===== src/rtl/serial_subtractor_pkg.sv =====
// Shared definitions for the bit-serial subtractor: FSM state encoding and default width.
package serial_subtractor_pkg;

  typedef enum logic [1:0] {
    StIdle  = 2'd0,
    StShift = 2'd1,
    StDone  = 2'd2
  } state_e;

  localparam int unsigned DefaultWidth = 8;

endpackage


===== src/rtl/full_subtractor.sv =====
// One-bit full subtractor cell: d = x - y - bin, with borrow out.
module full_subtractor (
  input  logic x,
  input  logic y,
  input  logic bin,
  output logic d,
  output logic bout
);

  assign d    = x ^ y ^ bin;
  assign bout = (~x & y) | (~(x ^ y) & bin);

endmodule


===== src/rtl/serial_subtractor.sv =====
// Bit-serial unsigned subtractor: one full-subtractor cell reused LSB-first over WIDTH cycles.
module serial_subtractor
  import serial_subtractor_pkg::*;
#(
  parameter int unsigned WIDTH = DefaultWidth
) (
  input  logic             clk,
  input  logic             rst_n,
  input  logic             start,
  input  logic [WIDTH-1:0] a,
  input  logic [WIDTH-1:0] b,
  output logic             busy,
  output logic             done,
  output logic [WIDTH-1:0] diff,
  output logic             borrow
);

  localparam int unsigned CntW = $clog2(WIDTH);
  localparam logic [CntW-1:0] LastBit = CntW'(WIDTH - 1);

  state_e           state;
  logic [WIDTH-1:0] ra;
  logic [WIDTH-1:0] rb;
  logic [WIDTH-1:0] rd;
  logic             br;
  logic [CntW-1:0]  cnt;

  logic cell_d;
  logic cell_bout;

  full_subtractor u_cell (
    .x    (ra[0]),
    .y    (rb[0]),
    .bin  (br),
    .d    (cell_d),
    .bout (cell_bout)
  );

  // rd[0] only ever holds the cleared seed bit; it falls off the end on the final shift.
  logic unused_rd_lsb;
  assign unused_rd_lsb = rd[0];

  always_ff @(posedge clk or negedge rst_n) begin
    if (!rst_n) begin
      state  <= StIdle;
      ra     <= '0;
      rb     <= '0;
      rd     <= '0;
      br     <= 1'b0;
      cnt    <= '0;
      busy   <= 1'b0;
      done   <= 1'b0;
      diff   <= '0;
      borrow <= 1'b0;
    end else begin
      unique case (state)
        StIdle, StDone: begin
          done <= 1'b0;
          if (start) begin
            ra    <= a;
            rb    <= b;
            rd    <= '0;
            br    <= 1'b0;
            cnt   <= '0;
            busy  <= 1'b1;
            state <= StShift;
          end else begin
            busy  <= 1'b0;
            state <= StIdle;
          end
        end
        StShift: begin
          ra  <= ra >> 1;
          rb  <= rb >> 1;
          rd  <= {cell_d, rd[WIDTH-1:1]};
          br  <= cell_bout;
          cnt <= cnt + CntW'(1);
          if (cnt == LastBit) begin
            diff   <= {cell_d, rd[WIDTH-1:1]};
            borrow <= cell_bout;
            done   <= 1'b1;
            busy   <= 1'b0;
            state  <= StDone;
          end
        end
        default: begin
          busy  <= 1'b0;
          done  <= 1'b0;
          state <= StIdle;
        end
      endcase
    end
  end

endmodule

===== config.mk =====
export PLATFORM = sky130hd
export DESIGN_NAME = serial_subtractor
export DESIGN_NICKNAME = d
export VERILOG_FILES = /design/src/rtl/serial_subtractor_pkg.sv /design/src/rtl/full_subtractor.sv /design/src/rtl/serial_subtractor.sv
export SDC_FILE = /design/constraint.sdc
export NUM_CORES = 1
export LEC_CHECK = 0
export CAP_MARGIN = 10
export CORE_MARGIN = 3
export CORE_UTILIZATION = 50
export CTS_CLUSTER_DIAMETER = 30
export DETAILED_ROUTE_END_ITERATION = 8
export GPL_TIMING_DRIVEN = 0
export PLACE_DENSITY_LB_ADDON = 0.3
export SLEW_MARGIN = 10
export SYNTH_ARGS = -nofsm -noshare
export SYNTH_HDL_FRONTEND = slang
export SYNTH_SLANG_ARGS = --single-unit

===== constraint.sdc =====
create_clock -name clk -period 1.8 [get_ports clk]
set_input_delay 0.18 -clock clk [delete_from_list [all_inputs] [get_ports clk]]
set_output_delay 0.18 -clock clk [all_outputs]
set_load 0.05 [all_outputs]

==> flow_summary.rst <==
.. list-table::
   :header-rows: 1

   * - Metric
     - Value
   * - Outcome
     - complete, no violations
   * - Most frequent standard cell in the layout excluding fill and tap cells
     - dfrtp_1
   * - Die footprint
     - 0.00447 mm^2
   * - Initial Utilization
     - 0.538
   * - Cell with the biggest individual delay on the critical path
     - clkdlybuf4s50_1
   * - Final RePlAce weighted congestion
     - roughly 0.75
   * - Path category of the worst min-delay check
     - in2async
   * - Post-Route Utilization
     - 0.683
   * - Final Max Slew Viols
     - 0
   * - Series of cell instances along the critical path
     - clkdlybuf4s50_1
   * - Worst Skew
     - between 6 and 7 ps
   * - Via count
     - 1287
   * - Wire length per cell
     - ~15 um
   * - Worst EP required
     - around 1600 ps
   * - Remaining global-route overflow
     - 0
   * - Clock transition at path regs
     - 80 ps
   * - Count of inserted antenna diode cells
     - 0
   * - Maximum fanout along the worst path
     - 2
   * - Startpoint type of the worst setup path
     - flip-flop
   * - Number of I/O port buffers
     - 28
   * - Count of distinct cell types in the synthesized netlist
     - 26
   * - Max capacitance violation total
     - 0
   * - Std-Cell Core Area
     - between 0.003 and 0.004 mm^2
   * - Number of DRC violations after detailed routing
     - 0
   * - Most used cells in the layout excluding fill and tap cells
     - dfrtp_1, clkdlybuf4s50_1, mux2i_1
   * - Via count of the first global-routing pass
     - 1353
   * - Crit-path leading delay family
     - buffers and inverters
   * - Crit path arrival time
     - 1450 ps
   * - Average instance area after synthesis
     - about 12 um^2
   * - Placed insts
     - ~220
   * - Per-cell via count in the routed design
     - around 5.5
   * - Global router's overall resource usage
     - 0.186
   * - Sequential share of the synthesized area
     - 0.527
   * - Number of warnings reported in the yosys synthesis log
     - 0
   * - Post-layout nets
     - 208
   * - Total leakage power
     - 1.02 nW
   * - Max H-tree Level
     - 2
   * - First DRT Iteration DRCs
     - 88
   * - First-pass GRT wire length
     - roughly 6.2 mm
   * - Final std cells w/o fill
     - 233
   * - RSZ-0062 raised after global routing
     - no
   * - Half-perimeter wire length of the detailed placement result
     - around 2.6 mm
   * - Clock latency on the worst-skew pair
     - 290 ps
   * - FF+latch count, synth
     - 39
   * - Slew of the pin with the lowest slew margin
     - between 400 and 500 ps
   * - Type of element capturing the critical path
     - output pin
   * - Die extent in y
     - ~67 um
   * - Setup fix buffers added after clock tree synthesis
     - 0
   * - Highest clock frequency the design can meet
     - 0.613 GHz
   * - Worst vdd ir
     - between 0.0007 and 0.0008 V
   * - Fraction of final layout cells sized beyond drive strength 1
     - 0.171
   * - Final worst path period share
     - 0.906
   * - Net count after synthesis
     - around 170
   * - Max incr delay on CP
     - ~800 ps
   * - Chip Width
     - approximately 67 um
   * - Largest net degree at the start of global routing
     - 27
   * - WS Path Type
     - reg2out
   * - Number of sinks driven by the clock tree
     - 39
   * - Syn Inst Count
     - around 150
   * - Power after layout
     - between 4 and 5 mW
   * - First-pass iteration count of the detailed router
     - 4
   * - Sum of routed wire length over all layers
     - roughly 3.6 mm
   * - Max Buffers Root-to-Sink
     - 2
   * - Setup violators final
     - 0
   * - TritonCTS clock tree
     - done
   * - Relative slew slack
     - 0.669
   * - Ratio of total power to cell area
     - 1820 mW/mm^2
   * - Buf/Inv on CP
     - 1
   * - Antenna violations before repair
     - 0
   * - Rows
     - 21
   * - Endpoints failing hold
     - 0
   * - Synth-to-Final Area Change
     - 26.9%
   * - Minimum clock period
     - roughly 1600 ps
   * - Cell area after synthesis
     - roughly 0.0019 mm^2
   * - Area share of the leading cell type in the synthesized netlist
     - 0.527
   * - TritonCTS Buffers
     - 5
   * - I/O Pins
     - 30
   * - Number of nets with antenna violations after detailed routing
     - 0
   * - Cell type with the largest total area after synthesis
     - dfrtp_1
   * - Clock root buffer
     - clkbuf_8
   * - Most area-consuming cells after synthesis
     - dfrtp_1, mux2i_1, mux2_2, a22o_1, a211oi_1
==> cell families (layout without fill, tap and decap cells) <==
logic type	Yosys count	count (layout)	share of synthesized area
compound gates	45	45	0.170
flops	39	39	0.527
mux	25	25	0.143
simple gates	21	21	0.0736
buf+inv	15	53	0.0574
fa+ha+maj	3	3	0.0243
xor+xnor	1	1	0.00473
==> metrics by stage <==
step                      TNS (ps)  setup slack, ps  cell area, um^2  hold WS [ps]
after global placement      -12190             -314             2190           461
after CTS                        0              158             2350           322
final                            0              169             2350           329
after floorplan                  0              251             1850          -116
after global routing             0              106             2350           359
after detailed placement         0              227             2200           105
==> sequential cells by signal, indices dropped and copies added, names as in the netlist, 3 cells and up <==
signal and count:
diff 8, ra 8, rd 7, rb 8, cnt 3
==> routing by layer <==
layer	track usage	vias up	share of wire
li1	-	610	-
met1	0.228	642	0.44
met2	0.318	30	0.50
met3	0.0455	5	0.042
met4	0.0608	0	0.011
met5	0	-	0
==> synth_stat cells <==
cell type and n:
buf_6 4, dfrtp_1 39, nor2_4 1, inv_1 4, nor2b_4 1, a211oi_1 12
xnor2_1 1, a21oi_1 12, a31o_2 1, buf_8 1, fa_1 1, a22o_1 13
buf_4 2, nor2_1 1, mux2i_1 14, nand3_1 2, mux2_2 11, and2b_1 1
nor2b_1 12, buf_2 1, ha_1 2, nand2_1 2, nand3b_1 1, o21ai_0 4
a21o_1 3, clkbuf_1 3
==> final timing paths <==
path,startpoint,endpoint,slack (ps),cells after the start
worst max-delay path,diff[7],diff[7],170,1
worst min-delay path,rst_n,diff[0],330,2
worst max register to register,cnt[0],diff[3],230,5
worst min register to register,borrow,borrow,490,2
max in group asynchronous,rst_n,ra[0],1020,3
min in group clk,start,rb[4],390,4
==> cell type report <==
type	count	area (um^2)
Buffer	11	91.3
Clock buffer	5	68.8
Clock inverter	3	67.6
Fill cell	258	1090
Inverter	4	15.0
Multi-Input combinational cell	95	769
Sequential cell	39	976
Tap cell	46	57.6
Timing Repair Buffer	30	304
==> power by group <==
group | total (mW) | internal (mW) | switching [mW]
sequential | 1.55 | 1.28 | 0.268
clock | 0.864 | 0.553 | 0.311
combinational | 1.85 | 0.876 | 0.978
total | 4.27 | 2.71 | 1.56
==> what timing repair did <==
| action | 4_1_cts | 5_1_grt |
|---|---|---|
| hold buffers | 1 | 0 |
| resized for setup | 1 | 0 |
| endpoints found under the hold margin | 13 | 0 |
| setup endpoints to repair | 1 | 0 |
==> worst register-to-register path, delay by kind of cell, from the launching register on <==
kind | cells | cell delay (ps)
adders and majority gates | 2 | 410
DFF | 1 | 410
muxes | 1 | 340
buffers and inverters | 1 | 170
and+or+nand+nor | 1 | 130
Power figures use the tool's default switching activity.
==> patch, RTL diff (same settings) <==
Encoding of `state_e`: now one-hot (3 bits for 3 states).
--- a/src/rtl/serial_subtractor_pkg.sv
+++ b/src/rtl/serial_subtractor_pkg.sv
@@ -3,6 +3,6 @@
 
-  typedef enum logic [1:0] {
-    StIdle  = 2'd0,
-    StShift = 2'd1,
-    StDone  = 2'd2
+  typedef enum logic [2:0] {
+    StIdle  = 3'b001,
+    StShift = 3'b010,
+    StDone  = 3'b100
   } state_e;
Check against the original RTL: same outputs for any inputs over 10 cycles, from zero or initial values and one cycle with rst_n low; not proved beyond that.
==> patch against the unedited design <==
- largest cell class unchanged
- total power shrank 23%
- worst hold slack better by 0.059 ns
- area after synthesis grew 1.4%
- setup slack got worse by 0.052 ns
- via count increased by 11%
- final area about the same
- register-to-register slack got worse by 0.11 ns
- die area increased by 1.2%
- sequential power shrank 12%
- largest power group is now sequential cells
- global-route usage rose by 1.1 points
- count of clock-buffer cells in the layout grew 3
- routed wire length grew 11%
- sequential cell count is 1 higher
- combinational power fell by 30%
==> patch: results (changes against the unedited design) <==
** Run status
- The flow ran to the end, and the final reports show no timing, DRC or antenna violations.

** Synth
- The total nets after synthesis is 196 (+15%).
- Number of distinct library cells after synthesis :: 31 (+19%)
- After synthesis, the cell types taking the most area are dfrtp_1, nand3_1, nand2_1.
- The share of the yosys chip area belonging to registers is 53.4% (+0.70 points).
- By count the netlist is led by dfrtp_1, nand2_1, nand3_1.

** Timing
- The final worst clock skew came to 0.00189 ns (-0.00432 ns).
- Max-slew headroom at the worst pin :: 59.3% (-7.6 points)
- Max Freq :: 0.594 GHz (-3.1%)
- The number of setup violations in the final report is 0 (unchanged).

** Layout
- The final-stage net count came to 234 (+13%).
- The ratio of cells with drive above 1 in the final layout was 20.7% (+3.5 points).

** Global routing
- Wire length of the first global-routing pass :: 6690 um (+8.0%)
- Overall Global Routing Usage :: 19.7% (+1.1 points)
- The largest net degree at the start of global routing was 22 (-19%).
- The via count of the first global-routing pass came to 1438 (+6.3%).

** Setup path
- CP max stage delay :: 0.42 ns (-0.38 ns)
- In this run the critical register-to-register path is captured at diff[7].
- Crit path max-delay cell type :: dfrtp_1
- The top fanout value on the critical path came to 10 (+8).
- Flop-to-flop setup slack :: 0.12 ns (-0.11 ns)
- Delay-heaviest family, CP :: adder cells
- The critical path in this run is classified as register to register.
- The arrival time at the worst endpoint came to 1.86 ns (+0.41 ns).
- Launching element of the worst setup path :: cnt[0]

** Place
- The count of buffers inserted at the top-level ports came to 29 (+3.6%).
- The pre-CTS setup slack was -0.0187 ns (-0.245 ns).
- The placer congestion estimate was 0.780 (+3.4%).
- Total half-perimeter wirelength after legalization and detailed placement :: 2860 um (+10%)

** Power
- The power density over cell area was 1400 nW/um2 (-23%).
- Leakage Power :: 0.00103 uW (+1.0%)
- The fraction of power spent switching nets is 38.0% (+1.5 points).
- Worst VDD drop :: 0.688 mV (-7.8%)

** Route
- The number of iterations in the first detailed-routing pass came to 4 (unchanged).
- The first-iteration detailed-routing DRC count came to 143 (+63%).
- The final routed wirelength across all metal layers came to 3940 um (+11%).
- Per-cell via count in the routed design :: 5.51 (-0.18%)

** Clock tree
- Clock transition at the register clock pins on the worst setup and hold paths after CTS :: 0.07 ns
==> patch: routing by layer <==
metal	GRT usage [%]	share of wire (%)	up-vias
met5	0	0	-
met4	8.35	2.2	0
met3	3.99	4.4	9
met2	31.7	50	37
met1	25.8	44	702
li1	-	-	680
==> patch: kinds of logic (layout without fill, tap and decap cells) <==
group	Yosys count	in the layout	synth area share (%)
AO/OA/AOI/OAI	33	33	14.3
XOR/XNOR	2	2	1.73
adder cells (fa/ha/maj)	3	3	2.40
buffers and inverters	16	55	5.40
flip-flops	40	40	53.4
multiplexers	8	8	4.80
AND/OR/NAND/NOR	72	72	17.9
==> patch: power by group through the flow <==
stage                     clock (uW)  sequential (uW)  combinational [uW]
after floorplan                    0             1420                 899
after global placement             0             1370                1240
after detailed placement           0             1390                1300
after CTS                        620             1370                1310
after global routing             653             1410                1440
final                            601             1370                1300
==> patch: per-stage QoR <==
| stage | power (uW) | setup TNS (ns) | hold slack (ns) | cell area [um2] | std cells |
|---|---|---|---|---|---|
| final | 3280 | 0 | 0.388 | 2350 | 259 |
| after detailed placement | 2690 | -0.0614 | 0.169 | 2250 | 250 |
| after floorplan | 2320 | 0 | -0.116 | 1880 | 174 |
| after CTS | 3310 | 0 | 0.396 | 2350 | 259 |
| after global routing | 3500 | 0 | 0.430 | 2350 | 259 |
| after global placement | 2600 | -13.40 | 0.452 | 2220 | 249 |
==> patch: layout make-up <==
| cell class | count | area, um2 |
|---|---|---|
| Sequential cell | 40 | 1000 |
| Timing Repair Buffer | 31 | 322 |
| Fill cell | 298 | 1120 |
| Inverter | 3 | 11.3 |
| Clock buffer | 8 | 90.1 |
| Buffer | 13 | 92.6 |
| Tap cell | 46 | 57.6 |
| Multi-Input combinational cell | 118 | 773 |
